### src/rtl/puf_uart_tx.sv
// puf_uart_tx: captures a 128-bit PUF response on a fresh rising edge of
// puf_done and streams it as 16 UART frames, most-significant byte first,
// each frame LSB-first 8N1.
// Optional feature macro: PUF_UART_PARITY_EN -- when defined, an even parity
// bit follows data bit 7 (8E1 frames, 11 bit periods per frame).
module puf_uart_tx #(
  parameter int CLKS_PER_BIT = 868
) (
  input  logic         clk,
  input  logic         rst,
  input  logic         puf_done,
  input  logic [127:0] puf_out,
  output logic         tx,
  output logic         busy,
  output logic         tx_done,
  output logic [4:0]   byte_cnt
);

  localparam logic [15:0] BAUD_LOAD = 16'(CLKS_PER_BIT - 1);

`ifdef PUF_UART_PARITY_EN
  typedef enum logic [2:0] {
    S_IDLE, S_START, S_DATA, S_PARITY, S_STOP, S_DONE
  } state_t;
`else
  typedef enum logic [2:0] {
    S_IDLE, S_START, S_DATA, S_STOP, S_DONE
  } state_t;
`endif

  state_t         state;
  logic [127:0]   sr;
  logic [15:0]    baud;
  logic [2:0]     bit_idx;
  logic           done_q;
  logic           trig_q;   // rising edge seen in IDLE; capture follows one cycle later
  logic [7:0]     cur_byte;

  assign cur_byte = sr[127:120];

  // Frame sequencer: every output is registered and updated alongside the state.
  always_ff @(posedge clk) begin
    if (rst) begin
      state    <= S_IDLE;
      sr       <= '0;
      baud     <= '0;
      bit_idx  <= '0;
      done_q   <= 1'b0;
      trig_q   <= 1'b0;
      tx       <= 1'b1;
      busy     <= 1'b0;
      tx_done  <= 1'b0;
      byte_cnt <= '0;
    end else begin
      done_q <= puf_done;
      case (state)
        S_IDLE: begin
          tx     <= 1'b1;
          trig_q <= puf_done & ~done_q;
          if (trig_q) begin
            sr       <= puf_out;
            baud     <= BAUD_LOAD;
            byte_cnt <= '0;
            busy     <= 1'b1;
            tx_done  <= 1'b0;
            tx       <= 1'b0;
            trig_q   <= 1'b0;
            state    <= S_START;
          end
        end
        S_START: begin
          if (baud == 16'd0) begin
            baud    <= BAUD_LOAD;
            bit_idx <= 3'd0;
            tx      <= cur_byte[0];
            state   <= S_DATA;
          end else begin
            baud <= baud - 16'd1;
          end
        end
        S_DATA: begin
          if (baud == 16'd0) begin
            baud <= BAUD_LOAD;
            if (bit_idx == 3'd7) begin
`ifdef PUF_UART_PARITY_EN
              tx    <= ^cur_byte;
              state <= S_PARITY;
`else
              tx    <= 1'b1;
              state <= S_STOP;
`endif
            end else begin
              bit_idx <= bit_idx + 3'd1;
              tx      <= cur_byte[bit_idx + 3'd1];
            end
          end else begin
            baud <= baud - 16'd1;
          end
        end
`ifdef PUF_UART_PARITY_EN
        S_PARITY: begin
          if (baud == 16'd0) begin
            baud  <= BAUD_LOAD;
            tx    <= 1'b1;
            state <= S_STOP;
          end else begin
            baud <= baud - 16'd1;
          end
        end
`endif
        S_STOP: begin
          if (baud == 16'd0) begin
            byte_cnt <= byte_cnt + 5'd1;
            sr       <= sr << 8;
            if (byte_cnt == 5'd15) begin
              tx      <= 1'b1;
              busy    <= 1'b0;
              tx_done <= 1'b1;
              state   <= S_DONE;
            end else begin
              // back-to-back frames: next start bit begins immediately
              baud  <= BAUD_LOAD;
              tx    <= 1'b0;
              state <= S_START;
            end
          end else begin
            baud <= baud - 16'd1;
          end
        end
        S_DONE: begin
          tx <= 1'b1;
          if (!puf_done) begin
            tx_done <= 1'b0;
            state   <= S_IDLE;
          end
        end
        default: state <= S_IDLE;
      endcase
    end
  end

endmodule

### config.mk
export PLATFORM = sky130hd
export DESIGN_NAME = puf_uart_tx
export DESIGN_NICKNAME = d
export VERILOG_FILES = /design/src/rtl/puf_uart_tx.sv
export SDC_FILE = /design/constraint.sdc
export NUM_CORES = 1
export LEC_CHECK = 0
export ABC_AREA = 1
export BUFFER_PORTS_ARGS = -buffer_cell sky130_fd_sc_hd__buf_2
export CELL_PAD_IN_SITES_DETAIL_PLACEMENT = 0
export CELL_PAD_IN_SITES_GLOBAL_PLACEMENT = 2
export CORE_ASPECT_RATIO = 0.8
export CORE_MARGIN = 5
export CORE_UTILIZATION = 28
export DETAILED_ROUTE_END_ITERATION = 7
export GPL_TIMING_DRIVEN = 0
export PLACE_DENSITY_LB_ADDON = 0.3
export SLEW_MARGIN = 10
export SYNTH_ARGS = -nofsm -noshare
export SYNTH_HDL_FRONTEND = slang
export SYNTH_SLANG_ARGS = --single-unit
### constraint.sdc
create_clock -name clk -period 1.6 [get_ports clk]
set_clock_uncertainty 0.05 [all_clocks]
set_input_delay 0.32 -clock clk [delete_from_list [all_inputs] [get_ports clk]]
set_output_delay 0.32 -clock clk [all_outputs]
set_load 0.005 [all_outputs]
Word-level counts from Yosys, hierarchy flattened:

Index checks and enable logic that the tools add are counted.

* flip-flop bits (word level): 160
* bits in latches: 0
* RAM bits: 0
* bits in read-only memories: 0
* input port bits: 131
* output and inout port bits: 8
* logic and storage cells: 88
* memories kept: 0

* add/sub/neg operators: 3
* $mul: 0
* div/mod/pow operators: 0
* $lt $le $gt $ge: 1
* equality and inequality tests: 15
* shift-type cells: 0
* muxes and demuxes: 42
* bitwise operators: 2
* reductions and logical operators: 15

Operators by type and width (number)
* 128-bit two-way mux: 2
* 128-bit one-hot mux with 2 select lines: 1
* 16-bit two-way mux: 4
* 16-bit one-hot mux with 3 select lines: 1
* 3-bit two-way mux: 10
* 16-bit logical NOT: 1
* 2-bit inequality test, second input constant: 8
* 16-bit by 1-bit subtractor with 16-bit output, second input constant: 1
* 1-bit two-way mux: 15
* 3-bit one-hot mux with 5 select lines: 1
* 4-bit AND reduction: 3
* 5-bit two-way mux: 2
* 5-bit one-hot mux with 2 select lines: 1
* 3-bit by 2-bit == test with 1-bit output, second input constant: 2
* 3-bit == test, second input constant: 2
* 3-bit one-hot mux with 2 select lines: 1
* 3-bit AND reduction: 2
* 6-bit AND reduction: 1
* 3-bit nonzero test: 2
* 5-bit by 1-bit adder with 5-bit output, second input constant: 1
* 5-bit by 4-bit == test with 1-bit output, second input constant: 1
* 1-bit one-hot mux with 5 select lines: 1
* 5-bit AND reduction: 1
* 5-bit nonzero test: 1
* 12 further kinds: 13

Logic depth before layout (Yosys ltp):

Gate-level depths: netlist (run 1).

* depth in word-level cells: 6
* gate-level depth with buffers: 11
* gate-level depth less buffers: 11

Worst setup path after synthesis (run 1):

OpenSTA, ideal clock, no wires.

* kind: flip-flop to flip-flop
* from: register byte_cnt[0]
* to: register baud[11]
* library setup time: 70 ps
* data arrival time: 1673 ps
* path slack: -193 ps
* stages on the path, launching flop included: 11
* buffers on the path: 1
* period minus slack after synthesis: 1793 ps
* cells stage by stage: dfxtp_1 ha_1 and3_1 ha_1 inv_1 nor2_1 nand4_1 nand2_2 buf_6 nand2_1 a21oi_1

* longest elaborated chain between the ends: 3

Ends and longest elaborated chain
* start: declaration: RTL line 16 `output logic [4:0] byte_cnt`
* start signal: assignment: RTL line 113 `byte_cnt <= byte_cnt + 5'd1;`
* 5-bit by 4-bit == test with 1-bit output: RTL line 115 `if (byte_cnt == 5'd15) begin`
* 3-bit inequality test (no line)
* 3-bit AND reduction (no line)
* end signal: assignment: RTL line 78 `baud <= baud - 16'd1;`
* end signal: assignment: RTL line 97 `baud <= baud - 16'd1;`
* end signal: assignment: RTL line 127 `baud <= baud - 16'd1;`
* end: declaration: RTL line 33 `logic [15:0] baud;`

Every way passes these cells.
A chain may end at the register's enable or synchronous reset.

Worst setup path in the final report (run 1):

* from: register byte_cnt[0]
* to: register baud[4]

Same word-level chain as after synthesis.

==> results of run 1 <==
-- power groups by stage --
| stage | Clock, mW | Sequential, mW | Combinational, mW |
|---|---|---|---|
| after floorplan | 0 | 6.18 | 7.12 |
| after global placement | 0 | 6.31 | 9.63 |
| after detailed placement | 0 | 6.33 | 9.69 |
| after CTS | 4.40 | 6.28 | 11.6 |
| after global routing | 4.57 | 6.47 | 14.6 |
| final | 4.30 | 6.32 | 13.2 |
-- flip-flops by register name (all words and copies together), names as in the netlist --
name and flops:
done_q 1, tx 1, tx_done 1, baud 16, state 3, busy 1, trig_q 1, sr 128
byte_cnt 5, bit_idx 3
-- stage by stage --
stage	setup slack [ns]	TNS, ns	std cells
after floorplan	-0.0447	-0.456	1131
after global placement	-0.617	-66.51	1633
after detailed placement	-0.589	-63.25	1633
after CTS	-0.187	-13.28	1689
after global routing	-0.314	-32.41	1700
final	-0.197	-19.77	1700
-- worst max-delay path by stage --
stage / slack [ns] / start / end
final: -0.20 / byte_cnt[0] / baud[4]
after global routing: -0.31 / byte_cnt[1] / baud[10]
after CTS: -0.19 / byte_cnt[0] / baud[9]
after detailed placement: -0.59 / rst / sr[44]
after global placement: -0.62 / rst / sr[83]
after floorplan: -0.04 / byte_cnt[1] / baud[11]
-- tightest hold or removal path, stage by stage --
cell     delay (ns)
buf_2          0.11
nand2_1        0.06
a21oi_1        0.05
-- synth_stat cells, drive strengths merged --
cell    instances
inv           153
o21bai          3
and3            2
nor3            4
xor2            5
nand2         233
or2             1
nand3b          1
o21ai         240
ha              5
nor2           53
buf            44
nand3          33
dfxtp         160
a211oi          2
a21o            2
a21oi         153
clkbuf         30
nand4           5
xnor2           1
o21a            1
-- layout make-up --
cell class | instances | area [um2]
Clock inverter | 12 | 159
Clock buffer | 20 | 447
Timing Repair Buffer | 174 | 1130
Buffer | 73 | 614
Inverter | 153 | 579
Multi-Input combinational cell | 744 | 3910
Tap cell | 364 | 455
Sequential cell | 160 | 3220
Fill cell | 2980 | 16800
-- cell usage in the layout, fill, tap and decap left out, drive strengths merged --
cell / Yosys / routed
nand2: 233 / 233
bufinv: 0 / 3
nor3: 4 / 4
nand3: 33 / 33
nand3b: 1 / 1
xor2: 5 / 5
clkbuf: 30 / 59
xnor2: 1 / 1
a21o: 2 / 2
clkinv: 0 / 6
nand4: 5 / 5
nor2: 53 / 53
o21ai: 240 / 240
clkinvlp: 0 / 2
or2: 1 / 1
inv: 153 / 154
a211oi: 2 / 2
buf: 44 / 208
ha: 5 / 5
a21oi: 153 / 153
and3: 2 / 2
dfxtp: 160 / 160
o21a: 1 / 1
o21bai: 3 / 3
-- routing by layer --
metal,vias up,global-route usage,part of all wire
li1,4071,-,-
met1,3569,0.254,0.52
met2,123,0.256,0.44
met3,18,0.0324,0.029
met4,0,0.0343,0.0096
met5,-,0,0
-- cell families after synthesis --
group | synth area share
AOI/OAI and AO/OA | 0.263
and+or+nand+nor | 0.175
buffers and inverters | 0.134
DFF | 0.413
xor gates and xnor gates | 0.00678
adders and majority gates | 0.00807
-- repair_timing --
action / in CTS / in global routing
pin swaps: 21 / 8
setup buffers: 22 / 5
setup endpoints to repair: 158 / 158
hold endpoints to repair: 0 / 0
gates resized for setup: 118 / 62
cloned: 2 / 7
==> metrics.txt, run 1 <==
CTS max path bufs=2; vias in the first global route=7584; critical path data required time=1.87 ns; GRT Overall Usage=0.170; Worst Hold Class=in -> reg; hold wc startpoint=puf_out[6]; Reg power frac=0.265; sw frac=0.417; gpl congestion=0.851; Int Pwr=13.9 mW; peak per-stage delay on the critical path=0.36 ns; power per cell area=approximately 2300 nW/um2; Net Count, Synth=1267; Max Cap Viol=0; FF-to-FF End=baud[4]; hold buffers post-CTS=0; detailed-route via count=about 7800; global-route wire length before repair=42100 um; Buffers & Inverters on Critical Path=2; clock buffer count from CTS=17; Die X=slightly below 200 um; critical-path cell list=ha_4 -> and3_4 -> ha_4 -> inv_2 -> nor2_4 -> nand4_1 -> nand2_4 -> buf_6 -> o21bai_1 -> nand2_1 -> nor2_1; CTS tree=built; R2R Setup Slk=-0.20 ns; Hold WS=0.0941 ns; clock slew at reported path FFs=0.07 ns; Core Region=about 27000 um2; vias per inst=4.58; Most common cell on crit path=ha_4; worst r2r path cells=11; CTS sink cnt=160; Slew HR=0.492; synth top area cells=dfxtp_1 (41%), nand2_1 (11%), a21oi_1 (9.9%), o21ai_0 (9.9%), inv_1 (7.3%); top cell type's share of synthesized area=0.413; combinational power share=0.554; Final Instance Area=approximately 11000 um2; Reg-to-Reg Start=byte_cnt[0]; 1st-iter DRT viols=322; cell area after synthesis=7750 um2; Final Util=0.385; final setup margin=-0.197 ns; crit path max fanout=8; Synth area leader=dfxtp_1; Syn-to-layout area delta=35.6%; FP Rows=54; leak pwr=4.63 nW; register area share after synthesis=0.413; final hold violations=0; count of final setup violators=151; CP Launch Type=register; Critical Path AT=2.07 ns; FMAX=557 MHz; H-tree depth=4; layout cells sized above 1=0.268; CP max-delay cell=dfxtp_4; critical path capture point type=register; number of port buffers=between 100 and 150; register bit count reported by yosys=160; clock share of power=0.180; Tightest Pin Transition=between 0.7 and 0.8 ns; Top delay family on crit path=simple AND/OR/NAND/NOR gates; Power Total=around 24 mW; post-placement cell area=about 9000 um2; Max IR drop VDD=0.000849 V; ant diodes=0; Netlist cell types=31; Skew-Pair Late Insertion Delay=0.43 ns; root buffer cell=clkbuf_16; Slew Viols, Final=0; Hold Path Sink=sr[6]; effective utilization at floorplan=0.284; drt first pass iters=4; hold path depth=3; synthesized area per cell=roughly 7 um2; cells after synthesis=1131; ANT nets after route=0; largest net degree at the start of global routing=17; # DRC=0; Psw=9.94 mW; die height=159 um; gr ovfl total=0; wire per inst=16.1 um; initial antenna violation count=0; Final min period=1.80 ns; DP HPWL=20000 um; RSZ-0062 raised after global routing=yes; critical path class=reg -> reg; Die Area=between 30000 and 40000 um2; I/O Pins=139; WL final=around 27000 um; violated checks=setup timing; # nets final=around 1500; outcome=finished with violations; final worst path period share=1.12; Critical Path Stages=11; Yosys Warn Count=0
No activity file was read; power rests on OpenSTA's default activity.
==> run 2: changes to the inputs <==
--- a/config.mk
+++ b/config.mk
@@ -5,16 +5,18 @@
 export SDC_FILE = /design/constraint.sdc
 export NUM_CORES = 1
 export LEC_CHECK = 0
-export ABC_AREA = 1
+export ABC_AREA = 0
 export BUFFER_PORTS_ARGS = -buffer_cell sky130_fd_sc_hd__buf_2
 export CELL_PAD_IN_SITES_DETAIL_PLACEMENT = 0
 export CELL_PAD_IN_SITES_GLOBAL_PLACEMENT = 2
 export CORE_ASPECT_RATIO = 0.8
 export CORE_MARGIN = 5
-export CORE_UTILIZATION = 28
+export CORE_UTILIZATION = 32
 export DETAILED_ROUTE_END_ITERATION = 7
 export GPL_TIMING_DRIVEN = 0
+export MAX_ROUTING_LAYER = met4
 export PLACE_DENSITY_LB_ADDON = 0.3
+export RECOVER_POWER = 50
 export SLEW_MARGIN = 10
 export SYNTH_ARGS = -nofsm -noshare
 export SYNTH_HDL_FRONTEND = slang
==> metrics.txt, run 2 <==
outcome=finished with violations; violated checks=setup timing; largest net degree at the start of global routing=17; Power Total=approximately 13 mW; final setup margin=-0.425 ns; Slew HR=0.460; DP HPWL=16600 um; post-synthesis compound-gate area fraction=0.218; Post-synth EDFFs=0; hold buffers post-CTS=0; global-route wire length before repair=36600 um; clock slew at reported path FFs=0.06 ns; Post-synth ARST share=0; gr ovfl total=0; critical path class=reg -> reg; Max Cap Viol=0; post-placement cell area=approximately 9000 um2; ant diodes=0; crit path max fanout=10; effective utilization at floorplan=0.327; cells after synthesis=between 700 and 800; Syn-to-layout area delta=40.2%; peak per-stage delay on the critical path=0.32 ns; Register Area=3220 um2; synth top area cells=dfxtp_1 (41%), mux2i_1 (16%), a211oi_2 (12%), nor2_1 (7.0%), a211oi_1 (5.1%); Core Region=23600 um2; Net Count, Synth=911; Skew-Pair Late Insertion Delay=0.43 ns; gpl congestion=0.783; largest family of logic cells by synthesized area=compound AO/OA/AOI/OAI gates; layout cells sized above 1=0.443; Final min period=2.03 ns; post-synthesis simple-gate area fraction=0.132; final hold violations=0; synthesized area per cell=9.96 um2; commonest non-fill, non-tap cell in the layout=dfxtp_1; Most common cell on crit path=buf_12; H-tree depth=4; FF-to-FF End=sr[41]; Reg-to-Reg Start=baud[1]; 1st-iter DRT viols=approximately 260; ANT nets after route=0; wire per inst=between 15 and 20 um; GRT Overall Usage=0.174; Yosys Warn Count=0; # nets final=1112; # DRC=0; CP max-delay cell=dfxtp_2; FILL cells=2263; hold wc startpoint=puf_out[3]; drt first pass iters=4; Post-synth top cells=dfxtp_1 (160), nor2_1 (143), mux2i_1 (127); Hold Path Sink=sr[3]; Top Registers=sr x128, baud x16, byte_cnt x5; vias per inst=5.01; CTS sink cnt=between 150 and 200; Slew Viols, Final=0; critical path capture point type=register; hold path depth=3; CTS tree=built; Tightest Pin Transition=0.809 ns; Worst Hold Class=in -> reg; register area share after synthesis=0.415; R2R Setup Slk=-0.43 ns; number of port buffers=137; WL final=23700 um; count of final setup violators=159; XOR/XNOR share of the synthesized area=0.00454; critical-path cell list=inv_2 -> ha_4 -> nor4b_4 -> nand4_4 -> o21ai_4 -> buf_12 -> buf_12 -> buf_8 -> nor2_1 -> a211oi_2; Max IR drop VDD=0.000721 V; cell area after synthesis=about 7700 um2; Die Area=27400 um2; mux contribution to synthesized area=0.172; setup tns final=-55.93 ns; die height=149 um; top cell type's share of synthesized area=0.415; I/O Pins=139; CP Launch Type=register; leak pwr=4.83 nW; Hold WS=0.0899 ns; Die X=184 um; Synth area leader=dfxtp_1; most frequent cell after synthesis=dfxtp_1; vias in the first global route=6640; Critical Path AT=2.32 ns; detailed-route via count=approximately 6500; Adder-Cell Fraction of Synth Area=0.00810; FMAX=just under 500 MHz; area of the multi-input gates=4690 um2; Main synth FF type=dfxtp_1; register bit count reported by yosys=160; power per cell area=1200 nW/um2; root buffer cell=clkbuf_16; RSZ-0062 raised after global routing=yes; final worst path period share=1.27; clock buffer count from CTS=17; critical path data required time=1.89 ns; initial antenna violation count=0; Netlist cell types=59; worst r2r path cells=10; commonest non-fill, non-tap cells in the layout=dfxtp_1 (152), buf_2 (138), mux2i_1 (127); CTS max path bufs=2; Top reg by flops=sr; FP Rows=50; Final Instance Area=between 10000 and 15000 um2; number of flip-flops in the largest register=128
## run 2: cell types whose count changed in the layout (fill, tap and decap cells not counted), sizes merged, moves of 9 or more
| cell | change |
|---|---|
| nor2 | +90 |
| o21ai | -229 |
| nand3 | -24 |
| nand2 | -220 |
| mux2i | +127 |
| a21oi | -134 |
| inv | -143 |
| a211oi | +122 |
| nor3 | +12 |
| clkbuf | -9 |
## run 2: cell type report
cell class / instances / share of cell area
buffer: 62 / 0.0574
clock buffer: 19 / 0.0429
clock inverter: 13 / 0.0136
inverter: 7 / 0.00266
multi-input combinational: 543 / 0.433
sequential: 160 / 0.298
tap: 312 / 0.0361
timing repair buffer: 185 / 0.116
## run 2: layer usage
| metal | wire (um) | global-route usage | vias up |
|---|---|---|---|
| li1 | - | - | 3276 |
| met1 | 12200 | 0.251 | 3119 |
| met2 | 10500 | 0.258 | 104 |
| met3 | 683 | 0.0268 | 14 |
| met4 | 216 | 0.0402 | 0 |
| met5 | 0 | - | - |
## run 2: logic make-up (layout without fill, tap and decap cells)
| family | after synthesis | in the layout |
|---|---|---|
| fa+ha+maj | 5 | 5 |
| mux | 130 | 130 |
| compound gates | 184 | 184 |
| simple gates | 220 | 220 |
| flops | 160 | 160 |
| buf+inv | 72 | 286 |
| xor+xnor | 4 | 4 |
## run 2: worst max-delay path, delay by kind of cell (launching register included)
family | cells | cell delay [ns]
AO/OA/AOI/OAI | 2 | 0.42
adder cells (fa/ha/maj) | 1 | 0.13
buffers and inverters | 4 | 0.50
flip-flops | 1 | 0.32
AND/OR/NAND/NOR | 3 | 0.50
## run 2: how the worst max path moves through the flow
stage	slack (ns)	depth (start not counted)	start	endpoint
3_3_place_gp	-0.62	6	baud[10]	sr[126]
4_1_cts	-0.40	10	baud[1]	sr[118]
3_5_place_dp	-0.62	4	rst	baud[14]
5_1_grt	-0.52	10	baud[0]	sr[102]
6_report	-0.43	10	baud[1]	sr[41]
2_1_floorplan	-0.20	9	baud[1]	sr[120]
## run 2: stage by stage
step	cells	setup WS (ns)	utilization
final	1301	-0.425	0.459
after global routing	1301	-0.522	0.459
after CTS	1296	-0.396	0.445
after detailed placement	1224	-0.619	0.382
after global placement	1224	-0.624	0.382
after floorplan	775	-0.200	-
## run 2: report_power, final
part | switching (mW) | leakage, nW | total (mW) | internal [mW]
clock | 1.81 | 0.300 | 4.27 | 2.46
sequential | 0.351 | 1.31 | 4.79 | 4.44
combinational | 2.01 | 3.22 | 3.97 | 1.96
## run 2: timing repair
| item | CTS | global route |
|---|---|---|
| setup endpoints to repair | 159 | 158 |
| setup buffers | 37 | 7 |
| pin swaps | 33 | 31 |
| gates cloned | 4 | 3 |
| resized for setup | 114 | 85 |
